===== src/rtl/counter_4b.sv =====
// Free-running wrap-around up-counter with terminal-count decode.
// Define COUNTER_WRAP_CNT_EN to add an 8-bit wrap counter output.
module counter_4b #(
  parameter int unsigned WIDTH = 4,
  parameter logic [WIDTH-1:0] MAX_VAL = '1,
  parameter logic [WIDTH-1:0] RST_VAL = '0
) (
  input  logic             clk,
  input  logic             rst,
  output logic [WIDTH-1:0] counter,
  output logic             tc
`ifdef COUNTER_WRAP_CNT_EN
  ,
  output logic [7:0]       wrap_cnt
`endif
);

  logic [WIDTH-1:0] r_counter;
  logic [WIDTH-1:0] w_next;
  logic             w_at_max;

  assign w_at_max = (r_counter == MAX_VAL);

  // Wrap returns to zero, not RST_VAL.
  assign w_next = w_at_max ? '0 : r_counter + WIDTH'(1);

  always_ff @(posedge clk or posedge rst) begin
    if (rst) begin
      r_counter <= RST_VAL;
    end else begin
      r_counter <= w_next;
    end
  end

  assign counter = r_counter;
  assign tc      = w_at_max;

`ifdef COUNTER_WRAP_CNT_EN
  logic [7:0] r_wrap_cnt;

  always_ff @(posedge clk or posedge rst) begin
    if (rst) begin
      r_wrap_cnt <= '0;
    end else if (w_at_max) begin
      r_wrap_cnt <= r_wrap_cnt + 8'd1;
    end
  end

  assign wrap_cnt = r_wrap_cnt;
`endif

endmodule


===== config.mk =====
export PLATFORM = sky130hd
export DESIGN_NAME = counter_4b
export DESIGN_NICKNAME = d
export VERILOG_FILES = /design/src/rtl/counter_4b.sv
export SDC_FILE = /design/constraint.sdc
export NUM_CORES = 1
export LEC_CHECK = 0
export ABC_AREA = 1
export BUFFER_PORTS_ARGS = -buffer_cell sky130_fd_sc_hd__buf_2
export CORE_AREA = 2 2 39 41
export CTS_CLUSTER_SIZE = 20
export DETAILED_ROUTE_END_ITERATION = 16
export DIE_AREA = 0 0 41 43
export PLACE_DENSITY_LB_ADDON = 0.1
export RECOVER_POWER = 100
export SLEW_MARGIN = 20
export SYNTH_ARGS = -nofsm -noshare
export SYNTH_HDL_FRONTEND = slang
export SYNTH_SLANG_ARGS = --single-unit

===== constraint.sdc =====
create_clock -name clk -period 0.9 [get_ports clk]
set_input_delay 0.09 -clock clk [delete_from_list [all_inputs] [get_ports clk]]
set_output_delay 0.09 -clock clk [all_outputs]
set_load 0.01 [all_outputs]

Yosys cells after proc, flatten, opt, wreduce, memory -nomap -nowiden:

Cells that the tools add are included.

* register bits: 4
* output and inout bits: 5

* add/subtract/negate cells: 1
* equality and inequality tests: 1
* mux-type cells: 1

Operator list (count)
* $add 4x1->4 const B: 1
* $eq 4x4->1 const B: 1
* $mux 4: 1

Depth between registers and ports, before layout:

Gate-level depths: netlist of the first run.

* word-level depth: 2
* gate-level depth with buffers: 4
* mapped depth without buffers: 4

Worst setup path before layout of the first run:

OpenSTA, ideal clock, no wires.

* path type: reg2reg
* start point: register r_counter[0], in the netlist counter[0]
* end point: register r_counter[3], in the netlist counter[3]
* slack: -67 ps
* required time: 831 ps
* buffers on the path: 0
* cell stages (with the launch flop): 5
* arrival time: 899 ps
* cell sequence: dfrtp_1 -> ha_1 -> nand3_1 -> nand2_1 -> nor2_2

* longest elaborated chain between the ends: 2
* elaborated cells between the ends (all ways): 3
* classes of those cells: add/sub: 1; eq/ne: 1; mux: 1

RTL lines
* start: declaration: RTL line 18 `logic [WIDTH-1:0] r_counter;`
* start signal: assignment: RTL line 31 `r_counter <= w_next;`
* $add 4x1->4 / $eq 4x4->1 (equally long branches): RTL line 25, 22
* $mux 4 *: RTL line 25 `assign w_next = w_at_max ? '0 : r_counter + WIDTH'(1);`
* net w_next[3]: RTL line 19 `logic [WIDTH-1:0] w_next;`

The timed path passes the listed nets; every way through them passes the cells marked *.

Worst setup path in the final report of the first run:

* start point: register r_counter[1], in the netlist counter[1]
* end point: output port tc

* longest elaborated chain between the ends: 1

RTL lines
* $eq 4x4->1: RTL line 22 `assign w_at_max = (r_counter == MAX_VAL);`
* end: declaration: RTL line 11 `output logic tc`

Every way passes these cells.

==> flow_summary.yaml, run 1 <==
setup_path:
  cp.depth: 4
  worstRegToRegCells: 6
  crit_required_ns: 0.81
  cp.arrival_ns: 1.06
  crit_slowest_cell: "dfrtp_1"
  crit_buf_inv: 2
  path_cells: "ha_2 -> nand3_2 -> inv_1 -> buf_2"
  cp-start-kind: "flip-flop"
  critPathCaptureType: "output pin"
  slowest_delay_ns: 0.38
  critical_path_class: "reg -> out"
  crit_fanout: 2
  reg2reg_slack_ns: -0.18
  cp_top_family: "flip-flops"
final_layout:
  post-route-util_pct: 25.0
  final_layout_size_suffix_gt1_share_pct: 60.0
  antenna_cells: 0
  stdcell_count: 51
  fillers: 157
  syn2layout_area_growth_pct: 95.7
  largest_register_ffs: 4
  fin_area_sq_um: 345
  nNetsFinal: 40
routing:
  ant_nets: 0
  drt_iter0_markers: 0
  vias: 174
  avgRoutedWirePerCell_um: 8.94
  viasPerCell: 3.41
  first_pass_iters: 1
  drc: 0
  wirelength_um: 456
sta:
  fin_crit_sh_pct: 128
  period_minus_slack_ns: 1.15
  rsz0062_at_grt: "yes"
  holdWs_ns: 0.291
  finClkSkew_ns: 0.000293
  finalHoldViolCount: 0
  worst_slack_ns: -0.250
  fmax_ghz: 0.870
  max_slew.worst_pin.slew_ns: 0.189
  slew_violations: 0
  tns_ns: -0.854
  finalSetupViolations: 6
  maxSlewHeadroom_pct: 87.4
cts:
  path_clk_slew_ns: 0.04
  cts_buffers: 3
  clk_path_buf_depth: 2
  cts_tree: "done"
  cts_htree_levels: 1
  cts-root-buf: "clkbuf_4"
  clock_latency_ns: 0.23
  clock_sink_count: 4
power:
  netSwitchingPower_mw: 0.0836
  peakVddDrop_mv: 0.515
  power.leakage_nw: 0.205
  p_sw_share_pct: 20.0
  p_int_mw: 0.335
  p_comb_share_pct: 2.3
  p_total_mw: 0.418
  power_frac_clock_pct: 54.5
  seqPwrFrac_pct: 43.2
  p_per_area_nw_per_um2: 1210
yosys:
  avgSynthCellArea_sq_um: 9.80
  ys_ff_latch: 4
  netlist_instances: 18
  yosysWarningCount: 0
  syn-cell-area_sq_um: 176
  ys_seq_area_share_pct: 56.7
  synth_nets: 21
  ys_types: 9
placement:
  hpwlAfterDp_um: 307
  dp_slack_ns: -0.0195
  place_area_sq_um: 249
  gp_congestion: 0.646
  dp.cells: 42
  port_buffers: 6
floorplan:
  dieArea_sq_um: 1760
  core_area_sq_um: 1380
  initial_utilization_pct: 12.7
  fp.dieH_um: 43
  row_count: 14
  die_w_um: 41
  ios: 7
flow_run:
  cap_violations: 0
status:
  status: "finished, violations left"
  violations: "setup timing"
global_route:
  global_route.usage.total_pct: 6.73
  overflow: 0
  grt_pass1_wl_um: 683
  grt_pass1_vias: 157
  grt_max_degree: 5
  antenna_found_initial: 0
min_path:
  hp-class: "in -> async"
[what timing repair did]
action,in CTS,in global routing
gates resized for setup,3,3
buffers inserted,4,2
setup endpoints to repair,4,8
endpoints found under the hold margin,4,0
hold buffers,1,0
gates cloned,0,0
pin swaps,1,1
[metal layers]
metal  wire (um)  share of wire, %  track usage (%)
met1         207                45             8.71
met2         210                46             6.88
met3          38               8.3             4.71
met4           0                 0             6.00
met5           0                 0                0
[power groups by stage]
stage | registers [mW] | clock network, mW | logic [mW]
final | 0.181 | 0.228 | 0.00960
after global routing | 0.180 | 0.251 | 0.0111
after detailed placement | 0.183 | 0 | 0.00671
after global placement | 0.183 | 0 | 0.00644
after floorplan | 0.183 | 0 | 0.00300
after CTS | 0.181 | 0.243 | 0.00988
[synthesized netlist by cell type]
cell type | n | share of area (%)
ha_1 | 1 | 7.1
nand3_1 | 1 | 2.8
nand3_2 | 1 | 5.7
nor2_2 | 1 | 3.5
xor2_1 | 1 | 5.0
nand2_1 | 3 | 6.4
dfrtp_1 | 4 | 57
inv_1 | 5 | 11
nor2_1 | 1 | 2.1
[worst reg2reg max path, cell delays in order (launching register included)]
cell and delay, ns:
dfrtp_1 0.36, ha_2 0.20, nand3_2 0.09, buf_4 0.14, buf_6 0.11, nand2_1 0.05, inv_1 0.03
[area by class of cell]
| type | instances | area (sq um) | share of cell area [%] |
|---|---|---|---|
| clock buffers | 3 | 22.5 | 6.52 |
| inverters | 5 | 18.8 | 5.43 |
| multi-input cells | 9 | 67.6 | 19.6 |
| well taps | 16 | 20.0 | 5.80 |
| repair buffers | 14 | 116 | 33.7 |
| flip-flops and latches | 4 | 100 | 29.0 |
[cells in the final DEF, fill, tap and decap left out]
master,netlist,routed
buf_2,0,4
buf_4,0,4
buf_6,0,5
clkbuf_4,0,3
dfrtp_1,4,4
dlygate4sd3_1,0,1
ha_2,0,1
inv_1,5,5
nand2_1,3,2
nand2_2,0,1
nand3_2,1,2
nor2_1,1,1
nor2_2,1,1
xor2_1,1,1
[cells by family (layout without fill, tap and decap cells)]
family | after synthesis | count (layout) | synth area share (%)
xor+xnor | 1 | 1 | 4.97
fa+ha+maj | 1 | 1 | 7.09
buf+inv | 5 | 22 | 10.6
flops | 4 | 4 | 56.7
simple gates | 7 | 7 | 20.6
[path summary, 6_finish.rpt]
| kind | startpoint | end |
|---|---|---|
| max | counter[1]$_DFF_PP0_ | tc |
| min | rst | counter[3]$_DFF_PP0_ |
| max reg2reg | counter[1]$_DFF_PP0_ | counter[0]$_DFF_PP0_ |
| min reg2reg | counter[0]$_DFF_PP0_ | counter[1]$_DFF_PP0_ |
| max in group asynchronous | rst | counter[2]$_DFF_PP0_ |
| min in group clk | counter[0]$_DFF_PP0_ | counter[1]$_DFF_PP0_ |
(Power assumes the default switching activity.)
==> run 2: changes to the inputs <==
Settings changed: BUFFER_PORTS_ARGS -buffer_cell sky130_fd_sc_hd__buf_2 to -buffer_cell sky130_fd_sc_hd__buf_4.
==> flow_summary.yaml, run 2 (synthesis gave the netlist of run 1 again) <==
status:
  status: "finished, violations left"
  violations: "setup timing"
sta:
  maxSlewHeadroom_pct: 88.8
  rsz0062_at_grt: "yes"
  max_slew.worst_pin.slew_ns: 0.167
  slew_violations: 0
  finalSetupViolations: 6
  period_minus_slack_ns: 1.15
  worst_slack_ns: -0.246
  finalHoldViolCount: 0
  tns_ns: -0.786
  finClkSkew_ns: 0.000959
  fmax_ghz: 0.873
  fin_crit_sh_pct: 127
global_route:
  grt_pass1_wl_um: 683
  grt_max_degree: 5
  grt_pass1_vias: 153
  antenna_found_initial: 0
  global_route.usage.total_pct: 6.85
  overflow: 0
placement:
  dp.cells: 42
  place_area_sq_um: 264
  gp_congestion: 0.649
  dp_slack_ns: -0.0254
  port_buffers: 6
setup_path:
  crit_required_ns: 0.81
  critical_path_class: "reg -> out"
  crit_fanout: 2
  cp-start-kind: "flip-flop"
  cp.arrival_ns: 1.06
  critPathCaptureType: "output pin"
routing:
  ant_nets: 0
  first_pass_iters: 1
  viasPerCell: 3.65
  avgRoutedWirePerCell_um: 9.14
  drc: 0
  wirelength_um: 466
  drt_iter0_markers: 0
  vias: 186
final_layout:
  stdcell_count: 51
  nNetsFinal: 40
  multiInputGateArea_sq_um: 75.1
  final_layout_size_suffix_gt1_share_pct: 60.0
  antenna_cells: 0
  syn2layout_area_growth_pct: 106
  fillers: 154
  final_cell_mix: "7 x buf_4, 5 x buf_6, 4 x inv_1, 4 x clkbuf_4, 4 x dfrtp_1"
  final_common_cell: "buf_4"
  fin_area_sq_um: 363
  largest_register_ffs: 4
  regArea_sq_um: 100
power:
  p_per_area_nw_per_um2: 1190
  p_total_mw: 0.431
  peakVddDrop_mv: 0.468
  power.leakage_nw: 0.203
cts:
  cts-root-buf: "clkbuf_4"
  clock_sink_count: 4
  cts_tree: "done"
  path_clk_slew_ns: 0.04
  clock_latency_ns: 0.24
  cts_htree_levels: 1
  clk_path_buf_depth: 2
  cts_buffers: 3
floorplan:
  die_w_um: 41
  fp.dieH_um: 43
  row_count: 14
  core_area_sq_um: 1380
  initial_utilization_pct: 12.7
  dieArea_sq_um: 1760
  ios: 7
min_path:
  hp-class: "in -> async"
flow_run:
  cap_violations: 0
run 2: layer usage:
layer / global-route usage, % / part of all wire (%) / vias up / wire length (um)
li1: - / - / 88 / -
met1: 7.47 / 36 / 86 / 169
met2: 7.50 / 49 / 9 / 230
met3: 3.14 / 9.2 / 3 / 43
met4: 10.0 / 4.9 / 0 / 23
met5: 0 / 0 / - / 0
run 2: repair_timing:
action                                  4_1_cts  5_1_grt
hold buffers                                  1        0
resized for setup                             5        2
endpoints found under the setup margin        5        7
pin swaps                                     1        1
endpoints found under the hold margin         4        0
buffers inserted                              3        2
run 2: path summary, 6_finish.rpt:
| path | endpoint | depth (start not counted) | slack [ns] | start |
|---|---|---|---|---|
| min | counter[0]$_DFF_PP0_ | 3 | 0.29 | rst |
| max | tc | 4 | -0.25 | counter[1]$_DFF_PP0_ |
| max reg2reg | counter[3]$_DFF_PP0_ | 5 | -0.10 | counter[1]$_DFF_PP0_ |
| min in group clk | counter[1]$_DFF_PP0_ | 1 | 0.54 | counter[0]$_DFF_PP0_ |
| min reg2reg | counter[1]$_DFF_PP0_ | 1 | 0.54 | counter[0]$_DFF_PP0_ |
| max in group asynchronous | counter[2]$_DFF_PP0_ | 3 | 0.46 | rst |
run 2: area by class of cell:
class	count	share of cell area [%]
timing repair buffer	14	34.8
clock buffer	3	6.21
inverter	5	5.17
multi-input combinational	9	20.7
sequential	4	27.6
tap	16	5.52
run 2: per-stage QoR:
step                      util, %  hold WS [ns]
after detailed placement     19.1       0.00103
final                        26.2         0.288
after global placement       19.1     -0.000879
after floorplan                 -        -0.144
after CTS                    24.1         0.291
after global routing         26.2         0.300
run 2: report_power, final:
part	total (mW)	switching, mW	leakage [nW]	internal, mW
logic	0.0102	0.00455	0.138	0.00561
registers	0.181	0	0.0518	0.181
clock network	0.240	0.0902	0.0138	0.150
run 2: critical path: stages (launching register included):
cell	delay (ns)
dfrtp_1	0.41
ha_4	0.18
nand3_2	0.08
inv_2	0.04
buf_6	0.11
